--- src/rtl/mul_seq_pkg.sv ---
// Shared types, defaults and helpers for the multiplier job sequencer.
package mul_seq_pkg;

  typedef enum logic [1:0] {
    IDLE   = 2'b00,
    CLEAR  = 2'b01,
    LAUNCH = 2'b10,
    WAIT   = 2'b11
  } state_t;

  localparam int unsigned N_DEF        = 4;
  localparam int unsigned DEPTH_DEF    = 4;
  localparam int unsigned MAX_WAIT_DEF = 64;

  // Pointer width: index bits plus one wrap bit.
  function automatic int unsigned ptr_w(input int unsigned depth);
    return $clog2(depth) + 1;
  endfunction

endpackage

--- src/rtl/mul_job_sequencer_if.sv ---
// Operand, multiplier-control and result streams of the job sequencer.
interface mul_job_sequencer_if #(
  parameter int unsigned N = 4
);
  logic           in_valid;
  logic           in_ready;
  logic [N-1:0]   in_a;
  logic [N-1:0]   in_b;
  logic           mul_clr;
  logic           mul_start;
  logic [N-1:0]   mul_a;
  logic [N-1:0]   mul_b;
  logic           mul_ready;
  logic [2*N-1:0] mul_product;
  logic           out_valid;
  logic           out_ready;
  logic [2*N-1:0] out_product;
  logic           timeout_err;

  modport master (
    input  in_valid, in_a, in_b, mul_ready, mul_product, out_ready,
    output in_ready, mul_clr, mul_start, mul_a, mul_b, out_valid, out_product, timeout_err
  );

  modport slave (
    output in_valid, in_a, in_b, mul_ready, mul_product, out_ready,
    input  in_ready, mul_clr, mul_start, mul_a, mul_b, out_valid, out_product, timeout_err
  );
endinterface

--- src/rtl/mul_seq_fifo.sv ---
// Synchronous FIFO with wrap-bit pointers; push is ignored when full, pop when empty.
module mul_seq_fifo
  import mul_seq_pkg::*;
#(
  parameter int unsigned W     = 8,
  parameter int unsigned DEPTH = 4
) (
  input  logic         clk,
  input  logic         rst,
  input  logic         push,
  input  logic         pop,
  input  logic [W-1:0] wdata,
  output logic         full,
  output logic         empty,
  output logic [W-1:0] rdata
);
  localparam int unsigned PW = ptr_w(DEPTH);
  localparam int unsigned IW = PW - 1;

  logic [PW-1:0] wr_ptr_q, wr_ptr_d;
  logic [PW-1:0] rd_ptr_q, rd_ptr_d;
  logic [W-1:0]  mem_q [DEPTH];
  logic          do_push, do_pop;

  assign empty   = (wr_ptr_q == rd_ptr_q);
  assign full    = (wr_ptr_q[IW-1:0] == rd_ptr_q[IW-1:0]) && (wr_ptr_q[IW] != rd_ptr_q[IW]);
  assign do_push = push && !full;
  assign do_pop  = pop && !empty;
  assign rdata   = mem_q[rd_ptr_q[IW-1:0]];

  always_comb begin
    wr_ptr_d = wr_ptr_q;
    rd_ptr_d = rd_ptr_q;
    if (do_push) wr_ptr_d = wr_ptr_q + PW'(1);
    if (do_pop)  rd_ptr_d = rd_ptr_q + PW'(1);
  end

  always_ff @(posedge clk or posedge rst) begin
    if (rst) begin
      wr_ptr_q <= '0;
      rd_ptr_q <= '0;
    end else begin
      wr_ptr_q <= wr_ptr_d;
      rd_ptr_q <= rd_ptr_d;
    end
  end

  always_ff @(posedge clk) begin
    if (do_push) mem_q[wr_ptr_q[IW-1:0]] <= wdata;
  end

endmodule

--- src/rtl/mul_job_sequencer.sv ---
// Drives a one-shot start/ready multiplier from an operand FIFO and presents results on a
// back-pressured stream. Optional WAIT timeout is enabled by defining MUL_SEQ_TIMEOUT_EN.
module mul_job_sequencer
  import mul_seq_pkg::*;
#(
  parameter int unsigned N        = N_DEF,
  parameter int unsigned DEPTH    = DEPTH_DEF,
  parameter int unsigned MAX_WAIT = MAX_WAIT_DEF
) (
  input  logic                clk,
  input  logic                rst,
  mul_job_sequencer_if.master io
);
  state_t         state_q, state_d;
  logic           head_seen_q, head_seen_d;
  logic           out_valid_q, out_valid_d;
  logic [2*N-1:0] out_product_q, out_product_d;
  logic           fifo_full, fifo_empty, fifo_pop;
  logic [2*N-1:0] head;
  logic           room, capture, force_done;

  mul_seq_fifo #(
    .W     (2 * N),
    .DEPTH (DEPTH)
  ) u_fifo (
    .clk   (clk),
    .rst   (rst),
    .push  (io.in_valid),
    .pop   (fifo_pop),
    .wdata ({io.in_a, io.in_b}),
    .full  (fifo_full),
    .empty (fifo_empty),
    .rdata (head)
  );

  assign room     = !out_valid_q || io.out_ready;
  assign capture  = (state_q == WAIT) && io.mul_ready && room;
  assign fifo_pop = capture || force_done;

`ifdef MUL_SEQ_TIMEOUT_EN
  localparam int unsigned CW = $clog2(MAX_WAIT + 1);

  logic [CW-1:0] wait_cnt_q, wait_cnt_d;
  logic          timeout_err_q, timeout_err_d;

  assign force_done = (state_q == WAIT) && !io.mul_ready && room &&
                      (wait_cnt_q == CW'(MAX_WAIT - 1));

  always_comb begin
    wait_cnt_d    = wait_cnt_q;
    timeout_err_d = timeout_err_q || force_done;
    if (state_q == LAUNCH) begin
      wait_cnt_d = '0;
    end else if (state_q == WAIT && wait_cnt_q != CW'(MAX_WAIT - 1)) begin
      wait_cnt_d = wait_cnt_q + CW'(1);
    end
  end

  assign io.timeout_err = timeout_err_q;
`else
  logic unused_max_wait;
  assign unused_max_wait = |MAX_WAIT;
  assign force_done      = 1'b0;
  assign io.timeout_err  = 1'b0;
`endif

  // head_seen_q delays the start of a job by one cycle after the FIFO first turns
  // non-empty; a stale value right after a pop is masked by the live empty flag.
  always_comb begin
    state_d       = state_q;
    head_seen_d   = !fifo_empty;
    out_valid_d   = out_valid_q;
    out_product_d = out_product_q;

    if (out_valid_q && io.out_ready) out_valid_d = 1'b0;

    case (state_q)
      IDLE:    if (!fifo_empty && head_seen_q) state_d = CLEAR;
      CLEAR:   state_d = LAUNCH;
      LAUNCH:  state_d = WAIT;
      WAIT:    if (fifo_pop) state_d = IDLE;
      default: state_d = IDLE;
    endcase

    if (capture) begin
      out_valid_d   = 1'b1;
      out_product_d = io.mul_product;
    end else if (force_done) begin
      out_valid_d   = 1'b1;
      out_product_d = '0;
    end
  end

  always_ff @(posedge clk or posedge rst) begin
    if (rst) begin
      state_q       <= IDLE;
      head_seen_q   <= 1'b0;
      out_valid_q   <= 1'b0;
      out_product_q <= '0;
`ifdef MUL_SEQ_TIMEOUT_EN
      wait_cnt_q    <= '0;
      timeout_err_q <= 1'b0;
`endif
    end else begin
      state_q       <= state_d;
      head_seen_q   <= head_seen_d;
      out_valid_q   <= out_valid_d;
      out_product_q <= out_product_d;
`ifdef MUL_SEQ_TIMEOUT_EN
      wait_cnt_q    <= wait_cnt_d;
      timeout_err_q <= timeout_err_d;
`endif
    end
  end

  assign io.in_ready             = !fifo_full;
  assign io.mul_clr              = (state_q == CLEAR);
  assign io.mul_start            = (state_q == LAUNCH);
  assign {io.mul_a, io.mul_b}    = head;
  assign io.out_valid            = out_valid_q;
  assign io.out_product          = out_product_q;

endmodule

--- src/flat_wrapper.sv ---
// flat-port wrapper written by rule: the top's interface ports become plain ports
module mul_job_sequencer_flat import mul_seq_pkg::*;
#(
  parameter int unsigned N        = N_DEF,
  parameter int unsigned DEPTH    = DEPTH_DEF,
  parameter int unsigned MAX_WAIT = MAX_WAIT_DEF
)
  (clk, rst, io_in_valid, io_in_a, io_in_b, io_mul_ready, io_mul_product, io_out_ready, io_in_ready, io_mul_clr, io_mul_start, io_mul_a, io_mul_b, io_out_valid, io_out_product, io_timeout_err);
  mul_job_sequencer_if #(.N(N)) io_i ();
  input  logic clk;
  input  logic rst;
  input wire logic [$bits(io_i.in_valid)-1:0] io_in_valid;
  input wire logic [$bits(io_i.in_a)-1:0] io_in_a;
  input wire logic [$bits(io_i.in_b)-1:0] io_in_b;
  input wire logic [$bits(io_i.mul_ready)-1:0] io_mul_ready;
  input wire logic [$bits(io_i.mul_product)-1:0] io_mul_product;
  input wire logic [$bits(io_i.out_ready)-1:0] io_out_ready;
  output wire logic [$bits(io_i.in_ready)-1:0] io_in_ready;
  output wire logic [$bits(io_i.mul_clr)-1:0] io_mul_clr;
  output wire logic [$bits(io_i.mul_start)-1:0] io_mul_start;
  output wire logic [$bits(io_i.mul_a)-1:0] io_mul_a;
  output wire logic [$bits(io_i.mul_b)-1:0] io_mul_b;
  output wire logic [$bits(io_i.out_valid)-1:0] io_out_valid;
  output wire logic [$bits(io_i.out_product)-1:0] io_out_product;
  output wire logic [$bits(io_i.timeout_err)-1:0] io_timeout_err;
  assign io_i.in_valid = io_in_valid;
  assign io_i.in_a = io_in_a;
  assign io_i.in_b = io_in_b;
  assign io_i.mul_ready = io_mul_ready;
  assign io_i.mul_product = io_mul_product;
  assign io_i.out_ready = io_out_ready;
  assign io_in_ready = io_i.in_ready;
  assign io_mul_clr = io_i.mul_clr;
  assign io_mul_start = io_i.mul_start;
  assign io_mul_a = io_i.mul_a;
  assign io_mul_b = io_i.mul_b;
  assign io_out_valid = io_i.out_valid;
  assign io_out_product = io_i.out_product;
  assign io_timeout_err = io_i.timeout_err;
  mul_job_sequencer #(.N(N), .DEPTH(DEPTH), .MAX_WAIT(MAX_WAIT)) u_core (.clk(clk), .rst(rst), .io(io_i));
endmodule
--- config.mk ---
export PLATFORM = sky130hd
export DESIGN_NAME = mul_job_sequencer_flat
export DESIGN_NICKNAME = d
export VERILOG_FILES = /design/src/rtl/mul_seq_pkg.sv /design/src/rtl/mul_job_sequencer_if.sv /design/src/rtl/mul_seq_fifo.sv /design/src/rtl/mul_job_sequencer.sv /design/src/flat_wrapper.sv
export SDC_FILE = /design/constraint.sdc
export NUM_CORES = 1
export LEC_CHECK = 0
export CORE_ASPECT_RATIO = 0.8
export CORE_MARGIN = 8
export CORE_UTILIZATION = 55
export DETAILED_ROUTE_END_ITERATION = 6
export HOLD_SLACK_MARGIN = 0.05
export PLACE_DENSITY = 0.84
export SYNTH_ARGS = -nofsm -noshare
export SYNTH_HDL_FRONTEND = slang
export SYNTH_SLANG_ARGS = --single-unit
--- constraint.sdc ---
create_clock -name clk -period 3.6 [get_ports clk]
set_input_delay 0.36 -clock clk [delete_from_list [all_inputs] [get_ports clk]]
set_output_delay 0.36 -clock clk [all_outputs]
set_load 0.02 [all_outputs]
==> results of run 1 <==
[layout by cell type (no fill, tap or decap), types with 3 or more instances in the layout]
master / instances
and2_1: 5
clkbuf_8: 5
clkdlybuf4s50_1: 40
dfrtp_1: 18
edfxtp_1: 32
ha_1: 10
inv_1: 8
mux2_2: 8
mux4_2: 8
nand2_1: 3
[power groups by stage]
stage | registers, mW | logic [mW] | clock network (mW)
finish | 0.972 | 1.07 | 0.373
global route | 0.994 | 1.15 | 0.403
CTS | 0.976 | 1.10 | 0.383
detailed placement | 0.989 | 1.09 | 0
global placement | 0.970 | 1.05 | 0
floorplan | 0.963 | 0.721 | 0
[kinds of logic (layout without fill, tap and decap cells)]
group | count (synthesis) | count (layout) | share of synthesized area
DFF | 50 | 50 | 0.652
and+or+nand+nor | 16 | 16 | 0.0480
buffers and inverters | 12 | 57 | 0.0283
AOI/OAI and AO/OA | 3 | 3 | 0.0191
other | 1 | 1 | 0.00173
xor gates and xnor gates | 7 | 7 | 0.0492
muxes | 19 | 19 | 0.143
adders and majority gates | 10 | 10 | 0.0578
[path summary, 6_finish.rpt]
path                                           startpoint                   endpoint  slack, ns  cells after the start
max in group asynchronous                             rst   u_core.io.out_product[1]       2.72                      2
worst min-delay path                                  rst          u_core.state_q[1]       0.45                      2
min in group clk                 u_core.io.out_product[0]   u_core.io.out_product[0]       0.51                      1
worst min register to register   u_core.io.out_product[0]   u_core.io.out_product[0]       0.51                      1
worst max register to register  u_core.u_fifo.rd_ptr_q[0]  u_core.u_fifo.mem_q[3][2]       1.52                      3
worst max-delay path            u_core.u_fifo.rd_ptr_q[0]                io_mul_a[3]       0.96                      2
[registers in the layout, summed over array words and instances (netlist names)]
name / count
u_core.io.out_product: 8
u_core.state_q: 2
u_core.u_fifo.mem_q: 32
u_core.u_fifo.rd_ptr_q: 3
u_core.u_fifo.wr_ptr_q: 3
u_core.io.out_valid: 1
u_core.head_seen_q: 1
[layer usage]
metal	GRT usage	routed length (um)	vias up
met4	0.0407	12	0
met5	0	0	-
met3	0.0305	100	2
li1	-	-	509
met1	0.139	1570	545
met2	0.220	2030	21
[worst reg2reg max path: stages, from the launching register on]
cell,delay [ns]
dfrtp_1,0.84
xnor2_4,0.20
a31oi_4,0.25
and2_1,0.44
[final cells by class]
type | instances | area [um^2] | share of cell area
tap | 55 | 68.8 | 0.0253
clock inverter | 1 | 30.0 | 0.0111
timing repair buffer | 41 | 408 | 0.150
sequential | 50 | 1410 | 0.520
clock buffer | 7 | 76.3 | 0.0281
multi-input combinational | 56 | 691 | 0.254
inverter | 8 | 30.0 | 0.0111
==> run_results.csv, run 1 <==
group,metric,value,unit
power,seq_power_share,0.402,
route,dr.first_iter.drc_count,39,
clock_tree,clock_sinks,50,
route,routedWlPerCell,17.0,um
setup_path,timing.critical_path.fanout_max,11,
setup_path,worstPathBufferInverterCount,1,
placed_design,portBuffers,40,
power,leakage,1.03,nW
final_layout,finish.cell_count_without_fillers,218,
placed_design,place.gp.congestion,0.747,
route,remaining_drc_errors,0,
final_layout,post-route-cell-area,2720,um^2
timing,tightestPinTransition,0.762,ns
synthesis,synthesis.instances,118,
power,power.share.combinational,0.443,
synthesis,ys_seq_area_frac,0.652,
synthesis,synth_top_cells_by_count,"32 x edfxtp_1, 18 x dfrtp_1, 10 x ha_1",
route,drt.antenna.violating_nets,0,
synthesis,synth_fp_nets,149,
setup_path,worstPathCellList,"mux4_2, clkdlybuf4s50_1",
placed_design,detailed_place.area,2610,um^2
min_path,hold_class,"input port to asynchronous set/reset pin",
timing,final_period_minus_worst_setup_slack,2.64,ns
grt,globalRouteTotalUtil,0.122,
floorplanning,die_h,72.1,um
route,routed_wirelength,3.71,mm
setup_path,crit_path_start_kind,"flop",
timing,fin_crit_sh,0.733,
clock_tree,htree_num_levels,2,
power,clock_power_share,0.154,
timing,fmax,379,MHz
floorplanning,area_of_the_die,6210,um^2
setup_path,worstSetupEndpointType,"output pin",
power,total_power_per_unit_cell_area,890,nW/um^2
synthesis,synthDistinctLibCells,27,
timing,timing.final.ws_setup,0.959,ns
synthesis,post-synth-top-area-fraction,0.444,
clock_tree,tritoncts.num_buffers,5,
setup_path,critical-path-top-delay-family,"flip-flops",
timing,finalMaxSlewViolations,0,
route,vias,1077,
placed_design,placed_cells,210,
final_layout,area_growth,25.5,%
synthesis,synth-edff-count,32,
synthesis,ys_top_cells_by_area,"edfxtp_1 44%, dfrtp_1 21%, mux4_2 8.3%",
floorplanning,core_region_area,3780,um^2
synthesis,synth_area,2160,um^2
synthesis,dominantRegCellSynth,"edfxtp_1",
clock_tree,cts-hold-fix-buffers,0,
synthesis,yosysWarningCount,0,
setup_path,crit_path_kind,"flop to output pin",
floorplanning,standard_cell_rows,20,
grt,antenna_found_initial,0,
power,power.total,2.42,mW
final_layout,post_route_cells_drive_above_1_share,0.196,
flow_run,cap_viol_max_count,0,
setup_path,worst-endpoint-required,3.24,ns
final_layout,finish.utilization,0.719,
power,ir_drop_worst_case_vdd,0.578,mV
setup_path,cp_slowest_stage_delay,0.84,ns
synthesis,asyncSetResetFlopFracSynth,0.360,
power,switching_share,0.342,
timing,setup-violations-final,0,
route,drt_pre_antenna_iters,4,
clock_tree,clk-insertion-delay-late,0.29,ns
final_layout,nFillCells,233,
clock_tree,post-cts-setup-buffer-count,0,
clock_tree,cts_buffer_depth,2,
clock_tree,cts_resized,0,
power,p_sw,825,uW
final_layout,n_antenna_cell,0,
clock_tree,path_clk_slew,0.08,ns
synthesis,synthMostInstantiatedCell,"edfxtp_1",
final_layout,nNetsFinal,193,
grt,grt_first_pass_wirelength,5.78,mm
timing,whs,0.455,ns
grt,largest_net_degree_at_the_start_of_global_routing,19,
placed_design,dp_slack,1.24,ns
setup_path,cp_slowest_cell,"dfrtp_1",
synthesis,avgSynthCellArea,18.3,um^2
timing,hold_viol_final,0,
timing,timing.max_slew.rel_slack,0.492,
synthesis,synth_area_leader_cell,"edfxtp_1",
floorplanning,start_util,0.573,
power,power_report.internal_total,1.59,mW
clock_tree,clockRootBuffer,"clkbuf_8",
floorplanning,die_width,86.1,um
placed_design,final_hpwl_from_detailed_placement,2.87,mm
setup_path,timing.critical_path.arrival,2.28,ns
grt,globalRouteOverflowTotal,0,
timing,fin_tns_setup,0,ns
route,routed_via_density,4.94,
synthesis,yosys_register_bits,50,
timing,unrepaired_setup_endpoints_after_global_routing,"no",
floorplanning,design.portCount,42,
timing,clock-skew-final,0.00220,ns
grt,first_global_vias,1198,
clock_tree,tritoncts,"done",
status,outcome,"completed",
Note: power is estimated with default switching activity, not from simulation.
==> inputs of run 2 (changes only) <==
--- a/config.mk
+++ b/config.mk
@@ -7,10 +7,10 @@
 export LEC_CHECK = 0
 export CORE_ASPECT_RATIO = 0.8
 export CORE_MARGIN = 8
-export CORE_UTILIZATION = 55
+export CORE_UTILIZATION = 51
 export DETAILED_ROUTE_END_ITERATION = 6
 export HOLD_SLACK_MARGIN = 0.05
-export PLACE_DENSITY = 0.84
+export PLACE_DENSITY = 0.79
 export SYNTH_ARGS = -nofsm -noshare
 export SYNTH_HDL_FRONTEND = slang
 export SYNTH_SLANG_ARGS = --single-unit
==> constraint.sdc (replaced) <==
create_clock -name clk -period 2.6 [get_ports clk]
set_input_delay 0.26 -clock clk [delete_from_list [all_inputs] [get_ports clk]]
set_output_delay 0.26 -clock clk [all_outputs]
set_load 0.02 [all_outputs]
==> run_results.csv, run 2 (synthesis results as in run 1) <==
group,metric,value,unit
status,outcome,"completed",
timing,unrepaired_setup_endpoints_after_global_routing,"no",
placed_design,place.gp.congestion,0.711,
final_layout,finish.utilization,0.663,
clock_tree,clock_sinks,50,
setup_path,cp_slowest_stage_delay,0.72,ns
final_layout,largest_register_ffs,32,
route,drt.antenna.violating_nets,0,
timing,fin_tns_setup,0,ns
min_path,hold_class,"input port to asynchronous set/reset pin",
setup_path,timing.critical_path.arrival,2.00,ns
timing,timing.max_slew.rel_slack,0.554,
route,routed_via_density,4.95,
timing,final_period_minus_worst_setup_slack,2.26,ns
placed_design,dp_slack,0.631,ns
final_layout,post-route-cell-area,2740,um^2
setup_path,crit_path_start_kind,"flop",
timing,fmax,443,MHz
grt,grt_most_used_layer,"met2",
final_layout,multi_input_comb_area,691,um^2
grt,groute.layer.met1.usage,0.157,
setup_path,worst-endpoint-required,2.34,ns
floorplanning,core_region_area,4130,um^2
timing,timing.final.ws_setup,0.344,ns
route,vias,1100,
clock_tree,tritoncts,"done",
grt,largest_net_degree_at_the_start_of_global_routing,19,
setup_path,timing.critical_path.fanout_max,11,
timing,hold_viol_final,0,
final_layout,post_route_cells_drive_above_1_share,0.218,
final_layout,most-common-layout-cells,"40 x clkdlybuf4s50_1, 32 x edfxtp_1, 18 x dfrtp_1",
power,ir_drop_worst_case_vdd,0.680,mV
grt,grt_first_pass_wirelength,6.21,mm
final_layout,ff_latch_area,1410,um^2
timing,whs,0.348,ns
final_layout,nFillCells,292,
floorplanning,die_h,74.3,um
floorplanning,area_of_the_die,6590,um^2
final_layout,area_growth,26.4,%
final_layout,mostFrequentLayoutCell,"clkdlybuf4s50_1",
route,routedWlPerCell,16.9,um
setup_path,worstSetupEndpointType,"output pin",
timing,fin_crit_sh,0.868,
route,drt_pre_antenna_iters,4,
floorplanning,start_util,0.524,
route,remaining_drc_errors,0,
floorplanning,die_width,88.8,um
timing,clock-skew-final,0.00649,ns
placed_design,placed_cells,214,
clock_tree,cts-hold-fix-buffers,0,
final_layout,n_antenna_cell,0,
route,dr.first_iter.drc_count,35,
grt,grt.met2_usage,0.205,
placed_design,portBuffers,40,
setup_path,crit_path_kind,"flop to output pin",
grt,globalRouteOverflowTotal,0,
flow_run,cap_viol_max_count,0,
grt,first_global_vias,1209,
final_layout,finish.cell_count_without_fillers,222,
route,routed_wirelength,3.75,mm
floorplanning,standard_cell_rows,21,
final_layout,nNetsFinal,195,
placed_design,final_hpwl_from_detailed_placement,2.77,mm
grt,globalRouteTotalUtil,0.129,
clock_tree,htree_num_levels,2,
clock_tree,cts_buffer_depth,2,
clock_tree,path_clk_slew,0.09,ns
clock_tree,post-cts-setup-buffer-count,0,
timing,tightestPinTransition,0.668,ns
clock_tree,clk-insertion-delay-late,0.30,ns
timing,finalMaxSlewViolations,0,
grt,antenna_found_initial,0,
power,total_power_per_unit_cell_area,1240,nW/um^2
clock_tree,cts_resized,0,
power,leakage,1.05,nW
clock_tree,tritoncts.num_buffers,5,
grt,grt.met3_usage,0.0430,
power,power.total,3.40,mW
setup_path,worstPathCellList,"mux4_2, clkdlybuf4s50_1",
setup_path,cp_slowest_cell,"dfrtp_1",
floorplanning,design.portCount,42,
placed_design,detailed_place.area,2630,um^2
timing,setup-violations-final,0,
clock_tree,clockRootBuffer,"clkbuf_8",
-- run 2: cell types whose count changed in the layout (fill, tap and decap cells not counted) --
cell	delta
clkbuf_1	-2
buf_4	+2
clkinv_2	+2
-- run 2: worst paths after layout --
path                                           startpoint                   endpoint  slack (ns)  depth (start not counted)
worst max-delay path            u_core.u_fifo.rd_ptr_q[1]                io_mul_a[3]        0.34                          2
worst min register to register   u_core.io.out_product[4]   u_core.io.out_product[4]        0.51                          1
min in group clk                 u_core.io.out_product[4]   u_core.io.out_product[4]        0.51                          1
max in group asynchronous                             rst  u_core.u_fifo.rd_ptr_q[1]        1.82                          2
worst max register to register  u_core.u_fifo.rd_ptr_q[1]  u_core.u_fifo.mem_q[0][1]        0.64                          3
worst min-delay path                                  rst   u_core.io.out_product[6]        0.35                          2
-- run 2: area by class of cell --
type                       count  share of cell area
inverter                       8              0.0110
multi-input combinational     56               0.253
timing repair buffer          43               0.155
tap                           57              0.0261
clock inverter                 3              0.0146
sequential                    50               0.516
clock buffer                   5              0.0252
-- run 2: worst max-delay path: cells and delay by family (launching register included) --
kind     cells  cell delay (ns)
mux          1             0.41
flops        1             0.72
buf+inv      1             0.57
-- run 2: layer usage --
metal	up-vias	wire length, um
met1	550	1640
li1	516	-
met3	10	143
met2	24	1890
met5	-	0
met4	0	77
-- run 2: power breakdown --
| part | switching, mW | leakage [nW] | internal (mW) |
|---|---|---|---|
| sequential | 0.176 | 0.506 | 1.12 |
| combinational | 0.758 | 0.483 | 0.824 |
| clock | 0.246 | 0.0579 | 0.283 |
